==> src/rtl/fb_step_pkg.sv <==
// Shared mode encoding and wide-arithmetic helpers for the closed-loop step generator.
package fb_step_pkg;

  typedef enum logic [1:0] {
    FB_OFF    = 2'd0,
    FB_CLOSED = 2'd1,
    FB_CONST  = 2'd2,
    FB_HOLD   = 2'd3
  } fb_mode_e;

  localparam int FB_HW = 64;

  // Sign-extend the low w bits of v to the full helper width.
  function automatic logic signed [FB_HW-1:0] fb_sext(input logic [FB_HW-1:0] v, input int w);
    logic [FB_HW-1:0] t;
    t = v << (FB_HW - w);
    return $signed(t) >>> (FB_HW - w);
  endfunction

  function automatic logic signed [FB_HW-1:0] fb_clamp(input logic signed [FB_HW-1:0] v,
                                                       input logic signed [FB_HW-1:0] lim);
    logic signed [FB_HW-1:0] r;
    if (v > lim) begin
      r = lim;
    end else if (v < -lim) begin
      r = -lim;
    end else begin
      r = v;
    end
    return r;
  endfunction

endpackage

==> src/rtl/feedback_step_gen_mc_sat_add.sv <==
// Signed saturating adder: result pinned to the W-bit signed range, with an overflow flag.
module fb_sat_add #(
  parameter int W = 8
) (
  input  logic signed [W-1:0] i_a,
  input  logic signed [W-1:0] i_b,
  output logic signed [W-1:0] o_sum,
  output logic                o_ovf
);

  logic [W:0] w_full;

  // One guard bit exposes overflow as a disagreement between the top two bits.
  always_comb begin
    w_full = {i_a[W-1], i_a} + {i_b[W-1], i_b};
    o_ovf  = w_full[W] ^ w_full[W-1];
    if (!o_ovf) begin
      o_sum = w_full[W-1:0];
    end else if (w_full[W]) begin
      o_sum = {1'b1, {(W-1){1'b0}}};
    end else begin
      o_sum = {1'b0, {(W-1){1'b1}}};
    end
  end

endmodule

==> src/rtl/feedback_step_gen_mc.sv <==
// Closed-loop feedback step generator: integrates demodulated error, scales by a right shift,
// clamps to +/-limit. Modes OFF/CLOSED/CONST/HOLD with bumpless gain and mode transitions.
module feedback_step_gen_mc
  import fb_step_pkg::*;
#(
  parameter int DW       = 32,
  parameter int ACCW     = 40,
  parameter int SHW      = 5,
  parameter int GAIN_RST = 5
) (
  input  logic                 i_clk,
  input  logic                 i_rst_n,
  input  logic                 i_trig,
  input  logic signed [DW-1:0] i_err,
  input  logic [SHW-1:0]       i_gain_sel,
  input  logic [1:0]           i_mode,
  input  logic signed [DW-1:0] i_const_step,
  input  logic [DW-1:0]        i_step_lim,
  output logic signed [DW-1:0] o_step,
  output logic                 o_step_vld,
  output logic [1:0]           o_mode,
  output logic                 o_gain_chg,
  output logic                 o_acc_sat,
  output logic                 o_step_sat
);

  localparam int SW = ACCW + 1;
  localparam logic [SHW-1:0] GAIN_RST_V = GAIN_RST[SHW-1:0];

  logic                   r_trig1;
  logic signed [DW-1:0]   r_err1;
  logic [SHW-1:0]         r_gain1;
  fb_mode_e               r_mode1;

  fb_mode_e               r_mode;
  fb_mode_e               w_mode_nxt;
  logic [SHW-1:0]         r_gain;
  logic signed [ACCW-1:0] r_acc;
  logic signed [DW-1:0]   r_init;
  logic signed [DW-1:0]   r_step;
  logic                   r_vld;
  logic                   r_gchg;
  logic                   r_asat;
  logic                   r_ssat;

  logic                   w_gchg;
  logic                   w_rebase;
  logic signed [DW-1:0]   w_init_b;
  logic signed [ACCW-1:0] w_acc_b;
  logic signed [ACCW-1:0] w_err_x;
  logic signed [ACCW-1:0] w_acc_n;
  logic                   w_acc_ovf;
  logic signed [ACCW-1:0] w_shift;
  logic signed [SW-1:0]   w_init_x;
  logic signed [SW-1:0]   w_shift_x;
  logic signed [SW-1:0]   w_sum;
  logic                   w_sum_ovf;
  logic signed [63:0]     w_sum_cl;
  logic signed [63:0]     w_const_cl;
  logic                   w_sum_hit;
  logic                   w_const_hit;

  logic signed [DW-1:0]   w_step_nxt;
  logic signed [ACCW-1:0] w_acc_nxt;
  logic signed [DW-1:0]   w_init_nxt;
  logic                   w_vld_nxt;
  logic                   w_asat_nxt;
  logic                   w_ssat_nxt;

  // Input register stage.
  always_ff @(posedge i_clk or negedge i_rst_n) begin
    if (!i_rst_n) begin
      r_trig1 <= 1'b0;
      r_err1  <= '0;
      r_gain1 <= GAIN_RST_V;
      r_mode1 <= FB_OFF;
    end else begin
      r_trig1 <= i_trig;
      r_err1  <= i_err;
      r_gain1 <= i_gain_sel;
      r_mode1 <= fb_mode_e'(i_mode);
    end
  end

  // Mode state register: the applied mode.
  always_ff @(posedge i_clk or negedge i_rst_n) begin
    if (!i_rst_n) begin
      r_mode <= FB_OFF;
    end else begin
      r_mode <= w_mode_nxt;
    end
  end

  // Mode next-state: the applied mode follows the registered request every cycle.
  always_comb begin
    w_mode_nxt = r_mode;
    case (r_mode1)
      FB_OFF, FB_CLOSED, FB_CONST, FB_HOLD: w_mode_nxt = r_mode1;
      default:                              w_mode_nxt = FB_OFF;
    endcase
  end

  // Re-base decision and operand selection; a re-base restarts integration from the current step.
  always_comb begin
    w_gchg    = (r_gain1 != r_gain) && (r_mode1 != FB_OFF);
    w_rebase  = w_gchg || ((r_mode1 == FB_CLOSED) && ((r_mode == FB_CONST) || (r_mode == FB_HOLD)));
    w_init_b  = w_rebase ? r_step : r_init;
    w_acc_b   = w_rebase ? '0 : r_acc;
    w_err_x   = ACCW'(fb_sext(64'(r_err1), DW));
    w_shift   = w_acc_n >>> r_gain1;
    w_init_x  = SW'(w_init_b);
    w_shift_x = SW'(w_shift);
  end

  fb_sat_add #(.W(ACCW)) u_acc_add (
    .i_a   (w_acc_b),
    .i_b   (w_err_x),
    .o_sum (w_acc_n),
    .o_ovf (w_acc_ovf)
  );

  fb_sat_add #(.W(SW)) u_sum_add (
    .i_a   (w_init_x),
    .i_b   (w_shift_x),
    .o_sum (w_sum),
    .o_ovf (w_sum_ovf)
  );

  // Clamp candidates for the integrated step and the constant step.
  always_comb begin
    w_sum_cl    = fb_clamp(64'(w_sum), 64'(i_step_lim));
    w_const_cl  = fb_clamp(64'(i_const_step), 64'(i_step_lim));
    w_sum_hit   = (w_sum_cl != 64'(w_sum)) || w_sum_ovf;
    w_const_hit = (w_const_cl != 64'(i_const_step));
  end

  // Stage-2 next-state per requested mode.
  always_comb begin
    w_step_nxt = r_step;
    w_acc_nxt  = r_acc;
    w_init_nxt = r_init;
    w_vld_nxt  = 1'b0;
    w_asat_nxt = r_asat;
    w_ssat_nxt = r_ssat;
    case (r_mode1)
      FB_OFF: begin
        w_step_nxt = '0;
        w_acc_nxt  = '0;
        w_init_nxt = '0;
        w_asat_nxt = 1'b0;
        w_ssat_nxt = 1'b0;
      end
      FB_CLOSED: begin
        w_init_nxt = w_init_b;
        if (r_trig1) begin
          w_acc_nxt  = w_acc_n;
          w_step_nxt = DW'(w_sum_cl);
          w_vld_nxt  = 1'b1;
          w_ssat_nxt = w_sum_hit;
          w_asat_nxt = r_asat | w_acc_ovf;
        end else begin
          w_acc_nxt  = w_acc_b;
        end
      end
      FB_CONST: begin
        w_acc_nxt = '0;
        if (r_trig1) begin
          w_step_nxt = DW'(w_const_cl);
          w_init_nxt = DW'(w_const_cl);
          w_vld_nxt  = 1'b1;
          w_ssat_nxt = w_const_hit;
        end else begin
          w_init_nxt = r_step;
        end
      end
      FB_HOLD: begin
        w_acc_nxt  = w_acc_b;
        w_init_nxt = w_init_b;
      end
      default: begin
        w_step_nxt = '0;
        w_acc_nxt  = '0;
        w_init_nxt = '0;
      end
    endcase
  end

  // Stage-2 state and output registers.
  always_ff @(posedge i_clk or negedge i_rst_n) begin
    if (!i_rst_n) begin
      r_gain <= GAIN_RST_V;
      r_acc  <= '0;
      r_init <= '0;
      r_step <= '0;
      r_vld  <= 1'b0;
      r_gchg <= 1'b0;
      r_asat <= 1'b0;
      r_ssat <= 1'b0;
    end else begin
      r_gain <= r_gain1;
      r_acc  <= w_acc_nxt;
      r_init <= w_init_nxt;
      r_step <= w_step_nxt;
      r_vld  <= w_vld_nxt;
      r_gchg <= w_gchg;
      r_asat <= w_asat_nxt;
      r_ssat <= w_ssat_nxt;
    end
  end

  assign o_step     = r_step;
  assign o_step_vld = r_vld;
  assign o_mode     = r_mode;
  assign o_gain_chg = r_gchg;
  assign o_acc_sat  = r_asat;
  assign o_step_sat = r_ssat;

endmodule

==> config.mk <==
export PLATFORM = sky130hd
export DESIGN_NAME = feedback_step_gen_mc
export DESIGN_NICKNAME = d
export VERILOG_FILES = /design/src/rtl/fb_step_pkg.sv /design/src/rtl/feedback_step_gen_mc_sat_add.sv /design/src/rtl/feedback_step_gen_mc.sv
export SDC_FILE = /design/constraint.sdc
export NUM_CORES = 1
export LEC_CHECK = 0
export ABC_CLOCK_PERIOD_IN_PS = 21700
export CAP_MARGIN = 15
export CORE_AREA = 8 8 290 292
export DETAILED_ROUTE_END_ITERATION = 8
export DIE_AREA = 0 0 298 300
export SYNTH_ARGS = -nofsm -noshare
export SYNTH_HDL_FRONTEND = slang
export SYNTH_SLANG_ARGS = --single-unit
==> constraint.sdc <==
create_clock -name i_clk -period 21.7 [get_ports i_clk]
set_input_delay 4.34 -clock i_clk [delete_from_list [all_inputs] [get_ports i_clk]]
set_output_delay 4.34 -clock i_clk [all_outputs]
set_load 0.005 [all_outputs]
# [Word level (Yosys, flattened, before mapping)]
# Index checks and enable logic that the tools add are counted.
[word_totals] romBits=0 latch_bits=0 mem_count=0 reg_bits=155 output_inout_bits=38 ram_bits=0 input_bits=106
[op_classes] shifts=1 eq_ne=10 div=0 bitwise_logic=3 order_cmp=4 reduce_logical=16 n_addsub=3 mux=24 multipliers=0
[ops] op="64-bit two-way mux" count=4
[ops] op="32-bit one-hot mux with 3 select lines" count=2
[ops] op="40-bit two-way mux" count=4
[ops] op="40-bit one-hot mux with 3 select lines" count=1
[ops] op="32-bit two-way mux" count=3
[ops] op="41-bit two-way mux" count=2
[ops] op="32-bit by 64-bit < comparator with 1-bit output" count=1
[ops] op="41-bit by 64-bit < comparator with 1-bit output" count=1
[ops] op="64-bit by 32-bit != test with 1-bit output" count=1
[ops] op="64-bit by 41-bit != test with 1-bit output" count=1
[ops] op="32-bit negator with 64-bit output" count=1
[ops] op="32-bit by 40-bit adder with 41-bit output" count=1
[ops] op="40-bit by 32-bit adder with 41-bit output" count=1
[ops] op="41-bit by 33-bit greater-than comparator with 1-bit output" count=1
[ops] op="40-bit by 5-bit >>> shifter with 40-bit output" count=1
[ops] op="32-bit by 33-bit greater-than comparator with 1-bit output" count=1
[ops] op="2-bit == test, second input constant" count=4
[ops] op="2-bit OR reduction" count=3
[ops] op="1-bit two-way mux" count=5
[ops] op="5-bit != test" count=1
[ops] op="2-bit != test, second input constant" count=2
[ops] op="2-bit AND reduction" count=2
[ops] op="2-bit nonzero test" count=2
[ops] op="4-bit OR reduction" count=1
[ops] op="11 further kinds" count=15

# [Depth between registers and ports, before layout]
# Gate-level depths: netlist (run 1).
[depth] depth_word=19 mapped_depth=59

# [Hierarchy]
# Synthesis (run 1) repeated with hierarchy kept, for this count alone.
[unflattened] hier_cells=3014 area_unflattened_um2=23338.6
[by_module_without_submodules] mod="feedback_step_gen_mc" area_per_inst_um2=17763.3 n_inst=1 cells_each=2204 seq_area_each_um2=3883.7
[by_module_without_submodules] mod="fb_sat_add at u_sum_add" area_per_inst_um2=2899.0 n_inst=1 cells_each=432 seq_area_each_um2=0.0
[by_module_without_submodules] mod="fb_sat_add at u_acc_add" area_per_inst_um2=2676.3 n_inst=1 cells_each=378 seq_area_each_um2=0.0

# [Worst setup path before layout (run 1)]
# No wires, ideal clock.
[synth_path] path_kind="register to register" start="register r_gain1[2]" end="register r_ssat (netlist: o_step_sat)" arrival_time_ns=11.912 path_slack_ns=9.664 period_less_slack_ns=12.036 setup_ns=0.124 stages_incl_launch_ff=55 cell_sequence="dfstp_2 > clkbuf_1 > xor2_1 > nor3_1 > a31oi_1 > a21oi_1 > clkbuf_1 > clkbuf_1 > and2_1 > ha_1 > clkbuf_1 > nand2_1 > or4_1 > or3_1 > o32ai_1 > o21ai_1 > a211o_1 > a21boi_0 > [19 not listed] > a211oi_2 > o21ai_1 > inv_1 > buf_2 > ha_1 > a211oi_1 > nand3_1 > a2111oi_0 > o211ai_1 > nand3_1 > o211ai_1 > clkinv_1 > nand2_1 > mux2_1 > o211ai_1 > o2111ai_1 > or4_1 > o31a_1"
[synth_between] elab_chain_len=18 elab_cells_between_ends=22 cone_classes="2 x add/sub; 2 x order compare; 2 x eq/ne; 1 x shift; 10 x mux; 2 x bitwise; 3 x reduce/logical"
[synth_lines] item="start, declared" line="feedback_step_gen_mc.sv:32" rtl="logic [SHW-1:0] r_gain1;"
[synth_lines] item="start signal, assigned" line="feedback_step_gen_mc.sv:80" rtl="r_gain1 <= i_gain_sel;"
[synth_lines] item="5-bit != test *" line="feedback_step_gen_mc.sv:105" rtl="w_gchg = (r_gain1 != r_gain) && (r_mode1 != FB_OFF);"
[synth_lines] item="1-bit logical AND *" line="feedback_step_gen_mc.sv:105"
[synth_lines] item="net w_gchg" line="feedback_step_gen_mc.sv:46" rtl="logic w_gchg;"
[synth_lines] item="1-bit logical OR *" line="feedback_step_gen_mc.sv:106" rtl="w_rebase = w_gchg || ((r_mode1 == FB_CLOSED) && ((r_mode == FB_CONST) || (r_mode == FB_HOLD)));"
[synth_lines] item="40-bit two-way mux" line="feedback_step_gen_mc.sv:108" rtl="w_acc_b = w_rebase ? '0 : r_acc;"
[synth_lines] item="40-bit by 32-bit adder with 41-bit output" line="feedback_step_gen_mc_sat_add.sv:15" rtl="w_full = {i_a[W-1], i_a} + {i_b[W-1], i_b};"
[synth_lines] item="40-bit two-way mux / 1-bit XOR (equally long branches)" line="feedback_step_gen_mc_sat_add.sv:19, feedback_step_gen_mc_sat_add.sv:16"
[synth_lines] item="40-bit two-way mux" line="feedback_step_gen_mc_sat_add.sv:17" rtl="if (!o_ovf) begin"
[synth_lines] item="[3 not listed]"
[synth_lines] item="41-bit two-way mux" line="feedback_step_gen_mc_sat_add.sv:17"
[synth_lines] item="41-bit by 64-bit < comparator with 1-bit output" line="fb_step_pkg.sv:25" rtl="end else if (v < -lim) begin"
[synth_lines] item="64-bit two-way mux" line="fb_step_pkg.sv:25"
[synth_lines] item="64-bit two-way mux" line="fb_step_pkg.sv:23" rtl="if (v > lim) begin"
[synth_lines] item="64-bit by 41-bit != test with 1-bit output" line="feedback_step_gen_mc.sv:133" rtl="w_sum_hit = (w_sum_cl != 64'(w_sum)) || w_sum_ovf;"
[synth_lines] item="1-bit logical OR *" line="feedback_step_gen_mc.sv:133"
[synth_lines] item="1-bit two-way mux *" line="feedback_step_gen_mc.sv:155" rtl="if (r_trig1) begin"
[synth_lines] item="1-bit one-hot mux with 3 select lines *" line="feedback_step_gen_mc.sv:145" rtl="case (r_mode1)"
[synth_lines] item="end signal, assigned" line="feedback_step_gen_mc.sv:207" rtl="r_ssat <= w_ssat_nxt;"
[synth_lines] item="end, declared" line="feedback_step_gen_mc.sv:44" rtl="logic r_ssat;"
# The timed path passes the listed nets; every way through them passes the cells marked *. The select of a mux whose other input is x is not followed.
# A chain may end at the register's enable or synchronous reset.

# [Worst setup path after layout (run 1)]
[layout_path] start="register r_gain1[0]" end="register r_ssat (netlist: o_step_sat)"
# Same word-level chain as after synthesis.

==> results of run 1 <==
==> sequential cells by signal, summed over array words and instances (netlist names), 2 cells and up <==
name,count
o_mode,2
o_step,32
r_acc,40
r_err1,32
r_gain,5
r_gain1,5
r_init,32
r_mode1,2
==> synth_stat cells (22+ instances only) <==
cell type	number	area share, %
a221oi_1	23	0.85
o21a_1	32	1.0
and3_1	23	0.61
o21ai_0	222	4.7
xor2_1	45	1.7
buf_2	33	0.70
mux2i_1	35	1.5
a22o_1	37	1.4
xnor2_1	105	3.9
clkbuf_1	158	2.5
o22ai_1	25	0.66
nand4_1	61	1.6
nor2_1	228	3.6
ha_1	280	15
nand2_1	292	4.6
nor4_1	26	0.69
inv_1	116	1.8
a21oi_1	284	6.0
a31oi_1	47	1.2
mux2_2	50	2.4
or3_1	26	0.69
a21o_1	83	2.6
o31ai_1	22	0.70
nor3_1	80	1.7
nand3_1	69	1.5
and2_1	64	1.7
a211oi_1	42	1.3
o211ai_1	72	2.3
dfrtp_1	151	16
==> area by class of cell <==
class / instances / share of cell area, %
flip-flops and latches: 155 / 14.6
well taps: 1060 / 5.00
clock inverters: 15 / 0.556
multi-input cells: 2643 / 69.5
inverters: 121 / 1.71
clock buffers: 17 / 1.60
repair buffers: 197 / 6.98
==> kinds of logic (layout without fill, tap and decap cells) <==
group | after synthesis | in the layout
compound gates | 1127 | 1127
xor+xnor | 154 | 154
fa+ha+maj | 282 | 282
buf+inv | 335 | 350
flops | 155 | 155
mux | 95 | 95
simple gates | 985 | 985
==> cell usage in the layout, fill, tap and decap left out, types with 45 or more instances in the layout <==
cell	synthesis	routed
a21o_1	83	83
a21oi_1	284	283
a31oi_1	47	46
and2_1	64	64
buf_4	4	53
clkdlybuf4s50_1	0	141
dfrtp_1	151	150
ha_1	280	279
inv_1	116	116
mux2_2	50	50
nand2_1	292	292
nand3_1	69	69
nand4_1	61	61
nor2_1	228	226
nor3_1	80	80
o211ai_1	72	72
o21ai_0	222	222
xnor2_1	105	105
xor2_1	45	45
==> worst max-delay path by stage <==
stage                     startpoint  slack [ns]          to  depth (start not counted)
after floorplan           r_gain1[2]        9.66  o_step_sat                         54
after global placement    r_gain1[0]        6.68  o_step_sat                         48
after detailed placement  r_gain1[0]        6.45  o_step_sat                         51
after CTS                 r_gain1[0]        6.34  o_step_sat                         52
after global routing      r_gain1[0]        5.55  o_step_sat                         50
final                     r_gain1[0]        6.35  o_step_sat                         48
==> layer usage <==
metal	vias up	global-route usage, %	share of wire [%]
li1	11800	-	-
met1	12100	29.5	42
met4	0	9.59	4.9
met2	1431	34.4	44
met3	246	3.79	9.0
met5	-	0	0
==> power groups by stage <==
stage,combinational (mW),clock [mW],sequential (mW)
after floorplan,0.754,0,0.326
after global placement,1.14,0,0.336
after detailed placement,1.14,0,0.336
after CTS,1.15,0.312,0.331
after global routing,1.27,0.326,0.334
final,1.19,0.305,0.332
==> critical path: cells and delay by family (launching register included) <==
family	cells	cell delay, ns
mux	1	0.46
xor+xnor	3	1.03
buf+inv	6	2.40
compound gates	20	5.89
simple gates	14	3.52
fa+ha+maj	4	1.31
flops	1	0.52
==> run summary, run 1 <==
The number of vias per cell after detailed routing works out to 6.07. The post-synthesis average cell area came out at 7.53 um^2. The tools report the cell count after placement as 4174.

Once placement finished, the instance area stood at 25900 um^2. For the I/O pin count, the log shows 144. After clock tree synthesis, the flow added hold-fix buffers numbering 0.

The full die area is 89400 um^2. The fraction of the cycle the final worst path needs came out at 70.8%. The post-route total power is 1.82 mW. The minimum clock period after layout was 15.35 ns. Along the worst path, the maximum fanout reaches 78. Total wirelength of the detailed-routed design: 103 mm.

In this run the vertical extent of the chip is 300 um. Final-layout setup total negative slack: 0 ns. The number of antenna repair diodes is 0. The startpoint identified for the worst hold timing path is r_mode1[1]. The run gives 0 as the setup fix buffers added after clock tree synthesis. The floorplan step defined a core boundary enclosing 79600 um^2. Counting cells, the worst reg-to-reg path comes to 48.

For the worst-skew pair, the clock arrives at the later sink with an insertion delay of 0.48 ns. The run finished with clean final reports. The run gives 3523 as the number of nets in the layout. For the timing-limited maximum frequency, the log shows 65.1 MHz. The path with the worst hold slack has its endpoint at o_mode[1]. The fraction of layout instances using a drive strength above 1 came out at 6.86%. The global-route usage over all layers is 21.9%, and the final core utilization is 33.3%. On the final layout, the worst clock skew is 0.0211 ns.

Count of warnings emitted by yosys: 0. Setup violations remaining at the end of the flow were counted as 0. Post-synthesis compound-gate area fraction: 31.6%. Combinational logic burns 65.1% of the power. The buffer cell driving the clock tree root was clkbuf_16. The tools report the number of design rule violations left after detail routing as 0.

The area of the multi-input gates is 18400 um^2. The portion of synthesized area spent on multiplexers is 4.74%. Simple-gate area share of the yosys netlist: 20.6%. The run gives 16.7% as the portion of total power attributed to the clock network.

In this run the critical register-to-register path is captured at o_step_sat. After synthesis, flip-flops and latches occupy 16.5% of the total area. The pin count of the biggest net entering global routing was 84; the residual overflow from global routing was 0. The worst setup path is captured at a flop.

The final-layout worst hold slack is 0.513 ns. Once layout is complete, the cells apart from fillers number 4208. The largest individual stage delay along the critical path comes from the cell a21oi_4.

TritonCTS built the clock tree. The leakage component of the power came out at 11.2 nW. OpenSTA, run right after detailed placement, puts the worst setup slack at 6.45 ns.

The tree built by TritonCTS fans out to 155 sinks. The mapped netlist covers 23600 um^2. Fill cells in the final layout number 8539. The internal power contribution was 0.876 mW.

For the count of final hold-check violations, the log shows 0. The combinational family with the most area after synthesis is compound AO/OA/AOI/OAI gates. The run gives 6.35 ns as the register-to-register setup slack. Mean routed wirelength per cell: 24.6 um.

The synthesized design contains 155 register bits. The top flip-flop cell by instance count after synthesis is dfrtp_1. IR analysis of the VDD net gives a maximum drop of 0.0596 mV. During placement, the flow inserted port buffers numbering 143. Max-cap violations in this run came to 0. The tools report the distinct cell type count after synthesis as 103. For this run, asynchronously set or reset flops after synthesis account for 100%. The share of total power dissipated in sequential elements is 18.2%. The post-cts resize count is 0, and the detailed-router iteration count before antenna repair is 8. Horizontal die dimension: 298 um. The detailed router placed 25600 vias in this run. The area overhead of the layout relative to synthesis was 12.5%. The post-layout worst setup margin was 6.35 ns; the first-pass GRT wire length was 154 mm. Cell repeated most along the worst path: a21oi_1.

For the footprint of the flip-flops and latches, the log shows 3880 um^2. After routing the design area is 26500 um^2. The longest clock path from root to sink contains 2 buffers. The fraction of synthesized cell area in xor and xnor cells was 5.92%. The worst setup path is of the flop to flop kind.

For the worst setup path, the data arrival time is 15.71 ns. The depth of the CTS H-tree came out at 4. The min-delay analysis places its worst path in the category flop to flop.

For the pin with the worst max-slew slack, the measured transition is 1.17 ns. Power spread over the standard cell area amounts to 68.7 nW/um^2. Once detail routing completed, the nets flagged for antenna violations numbered 0. Buffers inserted during clock tree synthesis total 17. On the worst path, the slowest cell contributes a delay of 0.81 ns. The number of max-slew violations in the final report is 0. The via count of the first global-routing pass is 24000, and the DRC marker count from the first detailed-route iteration is 2936.

The adder-cell area share of the yosys netlist is 15.0%. Cell count of the worst hold path: 0. The startpoint identified for the worst register-to-register timing path is r_gain1[0]. The net count after synthesis was 3521; the synthesized instance count was 3133. At the worst endpoint, the required time is 22.05 ns. The run gives 104 as the number of placement rows. The worst slew slack as a fraction of its limit was 21.2%.

Detailed placement ended at an HPWL of 81.0 mm. STA classifies the critical path startpoint as a flop. After clock tree synthesis, the clock-pin slew on the worst setup and hold paths is 0.07 ns. The initial utilization of the core area, before any placement, comes to 29.6%. The number of enable flip-flop cells after synthesis is 0.

The congestion estimate from routability-driven global placement came to 1.01. For the number of antenna violations at the first check in global routing, the log shows 1. In this run switching power makes up 52.0% of total power. The switching component of the power came out at 0.948 mW. Setup repair after global routing left no endpoint under its margin.
Power figures use the tool's default switching activity.
==> run 2: changes to the inputs <==
--- a/config.mk
+++ b/config.mk
@@ -5,7 +5,7 @@
 export SDC_FILE = /design/constraint.sdc
 export NUM_CORES = 1
 export LEC_CHECK = 0
-export ABC_CLOCK_PERIOD_IN_PS = 21700
+export ABC_CLOCK_PERIOD_IN_PS = 12300
 export CAP_MARGIN = 15
 export CORE_AREA = 8 8 290 292
 export DETAILED_ROUTE_END_ITERATION = 8
==> constraint.sdc (replaced) <==
create_clock -name i_clk -period 12.3 [get_ports i_clk]
set_input_delay 2.46 -clock i_clk [delete_from_list [all_inputs] [get_ports i_clk]]
set_output_delay 2.46 -clock i_clk [all_outputs]
set_load 0.005 [all_outputs]
==> run summary, run 2 (same netlist as run 1, synthesis figures left out) <==
The pin count of the biggest net entering global routing was 95 (+13%); the cell area after placement was 27800 um^2 (+7.2%). The tools report the first-pass GRT wire length as 162 mm (+5.3%). The number of buffers created by CTS was 17 (unchanged). The number of antenna violations at the first check in global routing was 2 (+1); the slew of the pin with the lowest slew margin was 1.20 ns (+0.0245 ns). The largest individual stage delay along the critical path comes from the cell o41ai_1.

The depth of the CTS H-tree is 4 (unchanged), and the worst-case vdd ir drop is 0.117 mV (+97%). The horizontal die dimension is 298 um (unchanged). The tools report the portion of total power attributed to the clock network as 15.7% (-1.0 points). The switching component of the power came out at 1.70 mW (+80%).

Final core utilization: 36.1% (+2.8 points). For the total wirelength of the detailed-routed design, the log shows 109 mm (+5.0%). The logs give 19.5% (-1.6 points) for the worst slew slack as a fraction of its limit and 0.442 ns (-0.0709 ns) for the final-layout worst hold slack. The tools report the setup violation total in the final timing report as 0 (unchanged).

The initial core utilization is 29.6% (unchanged), and the remaining antenna violation count after routing is 0 (unchanged). The data arrival time of the critical path was 12.20 ns (-3.51 ns). The number of flip-flops in the largest register was 40 (unchanged). The leakage component of the power is 12.5 nW (+11%), and the DRC marker count from the first detailed-route iteration is 2832 (-3.5%). The total non-filler cell area in the finished layout was 28800 um^2 (+8.4%).

The path depth of the worst reg2reg path was 50 (+4.2%). The worst register-to-register path begins at r_gain1[2]. The post-route total power is 3.59 mW (+97%). The number of max-cap violations came out at 0 (unchanged). The logs give 155 (unchanged) for the number of clock sinks seen by CTS and 84.6 MHz (+30%) for the timing-limited maximum frequency.

The run gives 0 (unchanged) as the count of final hold-check violations. The run gives 2 (unchanged) as the number of buffers on the longest clock path. The global-route usage over all layers came out at 23.3% (+1.3 points). I/O pin count: 144 (unchanged).

For the half-perimeter wire length after detailed placement, the log shows 86.8 mm (+7.1%). The worst hold path belongs to the class flop to flop. The sequential power share came out at 16.3% (-1.9 points). Leaving out fill and tap cells, the most frequent cells in the layout are 292 x nand2_1, 289 x buf_4, 277 x ha_1. In this run the most critical hold path is launched from r_mode1[1]. The worst register-to-register path ends at o_step_sat.

The area overhead of the layout relative to synthesis is 21.9%, and the final weighted congestion in routability-driven placement is 1.04 (+3.0%). The startpoint-to-endpoint class of the critical path is flop to flop. The run gives 0.49 ns (about the same) as the insertion delay to the later sink of the worst-skew pair. The minimum clock period after layout was 11.82 ns (-3.53 ns); the filler cell count was 8486 (-0.62%). The tools report the required time of the critical path as 12.68 ns (-9.37 ns). The highest net fanout along the worst path works out to 31 (-60%).

The register name with the most flops is r_acc. The fraction of the cycle the final worst path needs was 96.1% (+25 points). STA classifies the critical path endpoint as a flop. The fraction of layout instances using a drive strength above 1 was 15.0% (+8.1 points); the number of I/O port buffers was 143 (unchanged).

The cell count of the worst hold path was 0 (unchanged); the area of the core region was 79600 um^2 (unchanged). The register-to-register setup slack is 0.48 ns (-5.87 ns), and the number of placement rows is 104 (unchanged). TritonCTS built the clock tree. The flow ran to the end, and the final reports show no timing, DRC or antenna violations.

The floorplan die height was 300 um (unchanged). The number of max-slew violations in the final report was 0 (unchanged). Leaving out fill and tap cells, the most frequent cell in the layout is nand2_1. The mean routed wirelength per cell came out at 24.4 um (-0.81%). STA classifies the critical path startpoint as a flop.

The number of vias per cell after detailed routing came out at 5.92 (-2.5%). For the full die area, the log shows 89400 um^2 (unchanged). Residual overflow from global routing: 0 (unchanged). The clock tree skew after final layout is 0.0102 ns (-0.0109 ns), and the internal power contribution is 1.88 mW (+110%). The clock slew at the register clock pins of the worst setup and hold paths came out at 0.07 ns (about the same). The tools report the number of design rule violations left after detail routing as 0 (unchanged). The switching share of power is 47.5% (-4.4 points). Hold buffer count at CTS: 0 (unchanged). Clock tree synthesis selected as its root buffer the cell clkbuf_16. The path with the worst hold slack has its endpoint at o_mode[1]. The number of nets in the layout is 3769 (+7.0%). The combinational fraction of design power is 68.0% (+2.9 points). The final-layout setup total negative slack was 0 ns (unchanged); the via count of the first global-routing pass was 25100 (+4.8%).

The logs give 7 (-1) for the detailed-router iteration count before antenna repair and 26400 (+3.2%) for the number of vias after detailed routing. The power density normalized to cell area came out at 125 nW/um^2 (+81%). Critical path's largest stage delay: 0.87 ns (+0.06 ns).
==> run 2: cell count changes in the layout (fill, tap and decap cells not counted), sizes merged <==
| cell | previous run | this run |
|---|---|---|
| clkbuf | 17 | 22 |
| a21oi | 287 | 288 |
| clkinv | 8 | 9 |
| bufinv | 0 | 3 |
| diode | 0 | 1 |
| buf | 56 | 300 |
| clkinvlp | 1 | 2 |
| inv | 127 | 117 |
==> run 2: worst max-delay path by stage <==
| stage | end | slack (ns) | from |
|---|---|---|---|
| after global placement | o_step_sat | -0.05 | r_gain1[2] |
| after global routing | o_step_sat | -0.03 | r_gain1[2] |
| after floorplan | o_step_sat | 0.26 | r_gain1[2] |
| after detailed placement | o_step_sat | -0.11 | r_gain1[2] |
| final | o_step_sat | 0.48 | r_gain1[2] |
| after CTS | o_step_sat | 0.06 | r_mode1[1] |
==> run 2: routing by layer <==
layer,routed length (um),track usage [%],vias to the layer above
met2,48800,37.4,1283
met5,13,0,-
met1,46100,30.9,12600
met4,5330,9.91,2
met3,8340,3.67,255
li1,-,-,12300
==> run 2: metrics by stage <==
stage          cells  setup WS (ns)
2_1_floorplan   3133          0.264
3_3_place_gp    4411        -0.0459
3_5_place_dp    4411         -0.106
4_1_cts         4445         0.0573
5_1_grt         4453        -0.0268
6_report        4454          0.477
==> run 2: area by class of cell <==
class | count | area, um^2 | area share, %
Multi-Input combinational cell | 2644 | 18700 | 65.0
Sequential cell | 155 | 3890 | 13.5
Clock inverter | 10 | 141 | 0.491
Clock buffer | 21 | 470 | 1.64
Inverter | 121 | 457 | 1.59
Tap cell | 1060 | 1330 | 4.61
Antenna cell | 1 | 2.50 | 0.00870
Timing Repair Buffer | 442 | 3780 | 13.1
==> run 2: repair_timing <==
action / 4_1_cts / 5_1_grt
endpoints found under the setup margin: 1 / 33
gates cloned: 1 / 0
buffers inserted: 2 / 8
resized for setup: 5 / 56
pin swaps: 0 / 17
==> run 2: power groups by stage <==
stage                     logic [mW]  clock network [mW]  registers, mW
after global routing            2.61               0.600          0.589
after CTS                       2.35               0.578          0.585
final                           2.44               0.562          0.586
after floorplan                 1.33                   0          0.576
after detailed placement        2.33                   0          0.593
after global placement          2.33                   0          0.593
==> run 2: worst max-delay path, delay by kind of cell, from the launching register on <==
kind	cells	cell delay [ns]
buffers and inverters	8	1.48
XOR/XNOR	3	0.92
multiplexers	2	0.47
AO/OA/AOI/OAI	19	3.97
flip-flops	1	0.54
AND/OR/NAND/NOR	13	2.69
adder cells (fa/ha/maj)	5	1.59
